**src/rtl/int_alu_pkg.sv**
```systemverilog
// Shared integer-ALU types: lane-size and form encodings, arbiter state, adder operation payload.
package int_alu_pkg;

    localparam int unsigned DW = 32;

    localparam logic [1:0] VEC_8  = 2'd0;
    localparam logic [1:0] VEC_16 = 2'd1;
    localparam logic [1:0] VEC_32 = 2'd2;
    localparam logic [1:0] VEC_64 = 2'd3;

    localparam logic FORM_DUAL  = 1'b0;
    localparam logic FORM_CARRY = 1'b1;

    typedef enum logic {
        ST_EMPTY = 1'b0,
        ST_FULL  = 1'b1
    } state_e;

    typedef struct packed {
        logic          form;
        logic [1:0]    vec;
        logic [DW-1:0] a;
        logic [DW-1:0] b;
        logic [DW-1:0] c;
        logic [DW-1:0] d;
    } add_op_t;

endpackage

```
**src/rtl/int_adder.sv**
```systemverilog
// SIMD integer add datapath: dual lane-wise add, or 3-input add with carry-out into Y1; vec=3 is a 64-bit add.
module int_adder
    import int_alu_pkg::*;
(
    input  add_op_t       op,
    output logic [DW-1:0] y1_c,
    output logic [DW-1:0] y2_c
);

    logic [9:0]  s8;
    logic [17:0] s16;
    logic [33:0] s32;
    logic [63:0] s64;

    always_comb begin
        y1_c = '0;
        y2_c = '0;
        s8   = '0;
        s16  = '0;
        s32  = '0;
        s64  = '0;
        case (op.vec)
            VEC_8: begin
                for (int i = 0; i < 4; i++) begin
                    s8 = 10'(op.a[8*i +: 8]) + 10'(op.b[8*i +: 8]) + 10'(op.c[8*i +: 8]);
                    if (op.form == FORM_CARRY) begin
                        y2_c[8*i +: 8] = s8[7:0];
                        y1_c[8*i +: 8] = 8'(s8[9:8]);
                    end else begin
                        y1_c[8*i +: 8] = op.a[8*i +: 8] + op.c[8*i +: 8];
                        y2_c[8*i +: 8] = op.b[8*i +: 8] + op.d[8*i +: 8];
                    end
                end
            end
            VEC_16: begin
                for (int i = 0; i < 2; i++) begin
                    s16 = 18'(op.a[16*i +: 16]) + 18'(op.b[16*i +: 16]) + 18'(op.c[16*i +: 16]);
                    if (op.form == FORM_CARRY) begin
                        y2_c[16*i +: 16] = s16[15:0];
                        y1_c[16*i +: 16] = 16'(s16[17:16]);
                    end else begin
                        y1_c[16*i +: 16] = op.a[16*i +: 16] + op.c[16*i +: 16];
                        y2_c[16*i +: 16] = op.b[16*i +: 16] + op.d[16*i +: 16];
                    end
                end
            end
            VEC_32: begin
                s32 = 34'(op.a) + 34'(op.b) + 34'(op.c);
                if (op.form == FORM_CARRY) begin
                    y2_c = s32[31:0];
                    y1_c = 32'(s32[33:32]);
                end else begin
                    y1_c = op.a + op.c;
                    y2_c = op.b + op.d;
                end
            end
            default: begin
                s64  = {op.a, op.b} + {op.c, op.d};
                y1_c = s64[63:32];
                y2_c = s64[31:0];
            end
        endcase
    end

endmodule

```
**src/rtl/rr_arbiter_core.sv**
```systemverilog
// Round-robin arbiter: search starts at the pointer and wraps; pointer moves past each winner.
module rr_arbiter_core #(
    parameter int unsigned NREQ = 2,
    parameter int unsigned IDW  = 1
) (
    input  logic            clk,
    input  logic            rst_n,
    input  logic [NREQ-1:0] req,
    input  logic            en,
    output logic [NREQ-1:0] gnt_c,
    output logic [IDW-1:0]  gnt_id_c,
    output logic            gnt_any_c
);

    logic [IDW-1:0] ptr;
    logic [IDW-1:0] idx;
    int unsigned    sum;

    always_comb begin
        gnt_c     = '0;
        gnt_id_c  = '0;
        gnt_any_c = 1'b0;
        sum       = 0;
        idx       = '0;
        for (int unsigned k = 0; k < NREQ; k++) begin
            sum = 32'(ptr) + k;
            if (sum >= NREQ) begin
                sum = sum - NREQ;
            end
            idx = IDW'(sum);
            if (en && !gnt_any_c && req[idx]) begin
                gnt_any_c  = 1'b1;
                gnt_c[idx] = 1'b1;
                gnt_id_c   = idx;
            end
        end
    end

    always_ff @(posedge clk or negedge rst_n) begin
        if (!rst_n) begin
            ptr <= '0;
        end else if (gnt_any_c) begin
            if (32'(gnt_id_c) == NREQ - 1) begin
                ptr <= '0;
            end else begin
                ptr <= gnt_id_c + IDW'(1);
            end
        end
    end

endmodule

```
**src/rtl/int_adder_arbiter.sv**
```systemverilog
// Shares one int_adder between NREQ requesters with round-robin grant and a single tagged result register.
// Optional INT_ADDER_ARBITER_PERF_EN adds perf_busy / perf_conflict cycle counters.
module int_adder_arbiter
    import int_alu_pkg::*;
#(
    parameter int unsigned NREQ = 2,
    parameter int unsigned IDW  = (NREQ > 2) ? $clog2(NREQ) : 1
) (
    input  logic               clk,
    input  logic               rst_n,
    input  logic [NREQ-1:0]    req_valid,
    output logic [NREQ-1:0]    req_ready,
    input  logic [NREQ-1:0]    req_form,
    input  logic [2*NREQ-1:0]  req_vec,
    input  logic [32*NREQ-1:0] req_a,
    input  logic [32*NREQ-1:0] req_b,
    input  logic [32*NREQ-1:0] req_c,
    input  logic [32*NREQ-1:0] req_d,
    output logic               resp_valid,
    input  logic               resp_ready,
    output logic [IDW-1:0]     resp_id,
    output logic [31:0]        resp_y1,
    output logic [31:0]        resp_y2
`ifdef INT_ADDER_ARBITER_PERF_EN
   ,output logic [31:0]        perf_busy,
    output logic [31:0]        perf_conflict
`endif
);

    state_e         state, state_nxt;
    logic           can_issue_c;
    logic [NREQ-1:0] gnt;
    logic [IDW-1:0] gnt_id;
    logic           gnt_any;
    add_op_t        op_c;
    logic [DW-1:0]  y1_c, y2_c;

    // Reset also blocks grants so nothing is accepted while rst_n is low.
    assign can_issue_c = rst_n && ((state == ST_EMPTY) || resp_ready);
    assign req_ready   = gnt;

    rr_arbiter_core #(.NREQ(NREQ), .IDW(IDW)) u_arb (
        .clk      (clk),
        .rst_n    (rst_n),
        .req      (req_valid),
        .en       (can_issue_c),
        .gnt_c    (gnt),
        .gnt_id_c (gnt_id),
        .gnt_any_c(gnt_any)
    );

    always_comb begin
        op_c = '0;
        for (int i = 0; i < int'(NREQ); i++) begin
            if (gnt[i]) begin
                op_c = '{form: req_form[i], vec: req_vec[2*i +: 2],
                         a: req_a[32*i +: 32], b: req_b[32*i +: 32],
                         c: req_c[32*i +: 32], d: req_d[32*i +: 32]};
            end
        end
    end

    int_adder u_add (
        .op  (op_c),
        .y1_c(y1_c),
        .y2_c(y2_c)
    );

    always_comb begin
        state_nxt = state;
        case (state)
            ST_EMPTY: if (gnt_any) state_nxt = ST_FULL;
            ST_FULL:  if (resp_ready && !gnt_any) state_nxt = ST_EMPTY;
            default:  state_nxt = ST_EMPTY;
        endcase
    end

    always_ff @(posedge clk or negedge rst_n) begin
        if (!rst_n) begin
            state      <= ST_EMPTY;
            resp_valid <= 1'b0;
            resp_id    <= '0;
            resp_y1    <= '0;
            resp_y2    <= '0;
        end else begin
            state      <= state_nxt;
            resp_valid <= (state_nxt == ST_FULL);
            if (gnt_any) begin
                resp_id <= gnt_id;
                resp_y1 <= y1_c;
                resp_y2 <= y2_c;
            end
        end
    end

`ifdef INT_ADDER_ARBITER_PERF_EN
    always_ff @(posedge clk or negedge rst_n) begin
        if (!rst_n) begin
            perf_busy     <= '0;
            perf_conflict <= '0;
        end else begin
            if (resp_valid) begin
                perf_busy <= perf_busy + 32'(1);
            end
            if (gnt_any && ($countones(req_valid) >= 2)) begin
                perf_conflict <= perf_conflict + 32'(1);
            end
        end
    end
`endif

endmodule

```
**config.mk**
```make
export PLATFORM = sky130hd
export DESIGN_NAME = int_adder_arbiter
export DESIGN_NICKNAME = d
export VERILOG_FILES = /design/src/rtl/int_alu_pkg.sv /design/src/rtl/int_adder.sv /design/src/rtl/rr_arbiter_core.sv /design/src/rtl/int_adder_arbiter.sv
export SDC_FILE = /design/constraint.sdc
export NUM_CORES = 1
export LEC_CHECK = 0
export CAP_MARGIN = 10
export CORE_ASPECT_RATIO = 1.5
export CORE_MARGIN = 4
export CORE_UTILIZATION = 40
export CTS_CLUSTER_DIAMETER = 80
export DETAILED_ROUTE_END_ITERATION = 7
export DONT_BUFFER_PORTS = 1
export GPL_TIMING_DRIVEN = 0
export PLACE_DENSITY = 0.63
export SYNTH_ARGS = -nofsm -noshare
export SYNTH_HDL_FRONTEND = slang
export SYNTH_SLANG_ARGS = --single-unit
```
**constraint.sdc**
```tcl
create_clock -name clk -period 9.5 [get_ports clk]
set_input_delay 1.425 -clock clk [delete_from_list [all_inputs] [get_ports clk]]
set_output_delay 1.425 -clock clk [all_outputs]
set_load 0.02 [all_outputs]
```
==> results.md <==
* Final Hold Viols at 0
* Synth Warn # at 0
* WS Path Type: in -> reg
* Setup TNS at 0 ps
* Drt first pass iters at 5
* Grt ovf at 0
* Syn avg cell area at 7.317 um2
* Synth Area in Simple Gates at 0.1744
* Final period util at 0.9740
* Cell area after synthesis at 16000 um2
* Max-cap check violation count at 0
* Place WS at 109.9 ps
* Most used flip-flop cell after synthesis: dfrtp_1
* Total Routing Usage GR at 0.3752
* Startpoint Class: input port
* Port bufs at 0
* Largest vdd supply drop at 0.1066 mV
* Drt drc at 0
* Crit path from: resp_ready
* Clock share of power at 0.177
* Reg2Reg Depth at 27
* Setup-failing EPs final at 0
* Nets at 2643
* Area Growth Syn to Fin at 6.029%
* Outcome: complete, no violations
* Register Area at 1677 um2
* Power per standard cell area at 126.5 nW/um2
* FMAX at 108.1 MHz
* DP Wirelength at 70510 um
* Largest net degree at the start of global routing at 69
* Sw frac at 0.5385
* Skew-Pair Late Insertion Delay at 380 ps
* Post-Synth XOR/XNOR Area at 0.09633
* Compound-Gate Fraction of Synth Area at 0.4208
* RePlAce Congestion at 1.035
* Worst Setup End Kind: flip-flop
* Mux cell area share after synthesis at 0.006412
* Most frequent cells in the layout: a21oi_1, nand2_1, nor2_1
* Reg power frac at 0.247
* Initial Utilization at 0.4059
* DRT iter0 DRCs at 1956
* CTS max path bufs at 2
* Reg-to-Reg End: resp_y2[30]$_DFFE_PN0P_
* First-pass GRT wire length at 119900 um
* Most used cell, CP: clkbuf_1
* Num CTS Buffers at 9
* CTS Hold Bufs at 0
* Area of the multi-input gates at 13480 um2
* Full die area at 43330 um2
* Slew Viols, Final at 0
* Boundary pin count at 335
* Placeable Area at 39420 um2
* Clk root buf: clkbuf_16
* Commonest non-fill, non-tap cell in the layout: a21oi_1
* Drt total wl at 85300 um
* EDFF count, synth at 0
* Hold Path Class: reg -> reg
* CP max stage delay at 940 ps
* CTS tree: built
* Die Height at 253.0 um
* CP arrival at 9510 ps
* # rows at 89
* H-tree Lvls at 3
* CP Max Fanout at 10
* FF+latch count, synth at 67
* Post-synthesis adder-cell area fraction at 0.1443
* Detail Route Antenna Nets at 0
* Post-CTS Setup Repair Bufs at 0
* Hold Path Depth at 2
* Async SR Flop Fraction at 1.000
* Worst Min Path Start: u_arb.ptr$_DFFE_PN0P_
* Hold endpoint: u_arb.ptr$_DFFE_PN0P_
* Cells after Synth at 2187
* Crit-path slowest cell: clkbuf_1
* Reg-to-reg slack, setup at 810 ps
* Filler cells at 4163
* Post-CTS sizing at 0
* Library cells used by synthesis at 101
* Internal at 0.9904 mW
* Reg2reg start: state$_DFF_PN0_
* Net count after synthesis at 2629
* Fin crit period at 9253 ps
* Largest family of logic cells by synthesized area: compound AO/OA/AOI/OAI gates
* Combinational share of power at 0.576
* Leakage at 7.267 nW
* P_sw at 1.156 mW
* Final WS setup at 247.1 ps
* Initial antenna violation count at 4
* Worst path required time at 9760 ps
* Die extent in x at 171.3 um
* Sequential share of the synthesized area at 0.1048
* Worst-path clk slew at 70 ps
* Clock sink total at 67
* Unrepaired setup endpoints after global routing: no
* Vias in the first global route at 18243
* Skew final at 9.485 ps
* Slew @ Worst Pin at 1374 ps
* Wire per inst at 31.50 um
* Relative slew margins at 0.08397
* Vias at 18830
* Layout cell share with drive strength beyond 1 at 0.04941
* DR vias/cell at 6.953
* Bufs and invs on worst path at 6
* Delay-heaviest family, CP: compound AO/OA/AOI/OAI gates
[power by group through the flow]
stage          Clock, mW  Combinational, mW  Sequential (mW)
5_1_grt            0.392               1.32            0.537
3_5_place_dp           0               1.19            0.535
3_3_place_gp           0               1.18            0.534
4_1_cts            0.383               1.20            0.530
6_report           0.380               1.24            0.530
2_1_floorplan          0              0.835            0.496
[tightest hold or removal path, delay by kind of cell, from the launching register on]
kind | cells | cell delay [ps]
flip-flops | 1 | 430
AND/OR/NAND/NOR | 2 | 130
[registers in the layout, summed over array words and instances, names as in the netlist]
register,cells
resp_y1,32
resp_y2,32
state,1
resp_id,1
u_arb.ptr,1
[layout make-up]
class,count,area share
Antenna cell,2,0.0002950
Buffer,131,0.03237
Clock buffer,10,0.01409
Clock inverter,6,0.003835
Inverter,79,0.01763
Multi-Input combinational cell,1910,0.7943
Sequential cell,67,0.09882
Tap cell,500,0.03687
Timing Repair Buffer,3,0.001770
[logic make-up (layout without fill, tap and decap cells)]
| logic type | Yosys count | in the layout |
|---|---|---|
| AO/OA/AOI/OAI | 960 | 960 |
| XOR/XNOR | 176 | 176 |
| adder cells (fa/ha/maj) | 175 | 175 |
| buffers and inverters | 210 | 229 |
| flip-flops | 67 | 67 |
| multiplexers | 10 | 10 |
| other | 0 | 2 |
| AND/OR/NAND/NOR | 589 | 589 |
[cell usage after synthesis (all sizes together) (35+ instances only)]
| cell type | number | area [um2] |
|---|---|---|
| nor3 | 49 | 261.5 |
| a21oi | 223 | 1131 |
| xor2 | 62 | 543.0 |
| nand3 | 35 | 192.7 |
| nand4 | 43 | 269.0 |
| inv | 79 | 299.0 |
| o21ai | 174 | 889.6 |
| xnor2 | 114 | 998.5 |
| dfrtp | 67 | 1677 |
| a31oi | 42 | 277.8 |
| nand2 | 186 | 698.2 |
| a22o | 123 | 1077 |
| clkbuf | 93 | 349.1 |
| ha | 159 | 1989 |
| buf | 38 | 200.2 |
| a21o | 84 | 630.6 |
| nor2 | 163 | 614.3 |
[routing by layer]
metal  vias to the layer above  wire length, um  global-route usage
met1                      8979            30940              0.4203
li1                       8375                -                   -
met5                         -                0                   0
met2                      1175            39530              0.6283
met3                       301             7031             0.06965
met4                         0             7806              0.2775
[per-stage QoR]
stage | power (mW) | utilization | hold WS (ps) | cells | cell area, um2
after floorplan | 1.331 | - | 546.0 | 2187 | 16000
after detailed placement | 1.728 | 0.4226 | 576.5 | 2690 | 16660
final | 2.146 | 0.4304 | 594.0 | 2708 | 16970
after global placement | 1.716 | 0.4218 | 562.6 | 2687 | 16630
after CTS | 2.115 | 0.4303 | 593.1 | 2706 | 16960
after global routing | 2.251 | 0.4304 | 617.9 | 2708 | 16970
[how the worst max path moves through the flow]
stage | to | slack [ps] | depth (start not counted)
CTS | resp_y2[30]$_DFFE_PN0P_ | 460 | 27
global route | resp_y2[30]$_DFFE_PN0P_ | 90 | 27
finish | resp_y2[30]$_DFFE_PN0P_ | 250 | 27
global placement | resp_y2[30]$_DFFE_PN0P_ | 150 | 27
floorplan | resp_y2[30]$_DFFE_PN0P_ | 2480 | 28
detailed placement | resp_y2[30]$_DFFE_PN0P_ | 110 | 27
Note: power is estimated with default switching activity, not from simulation.
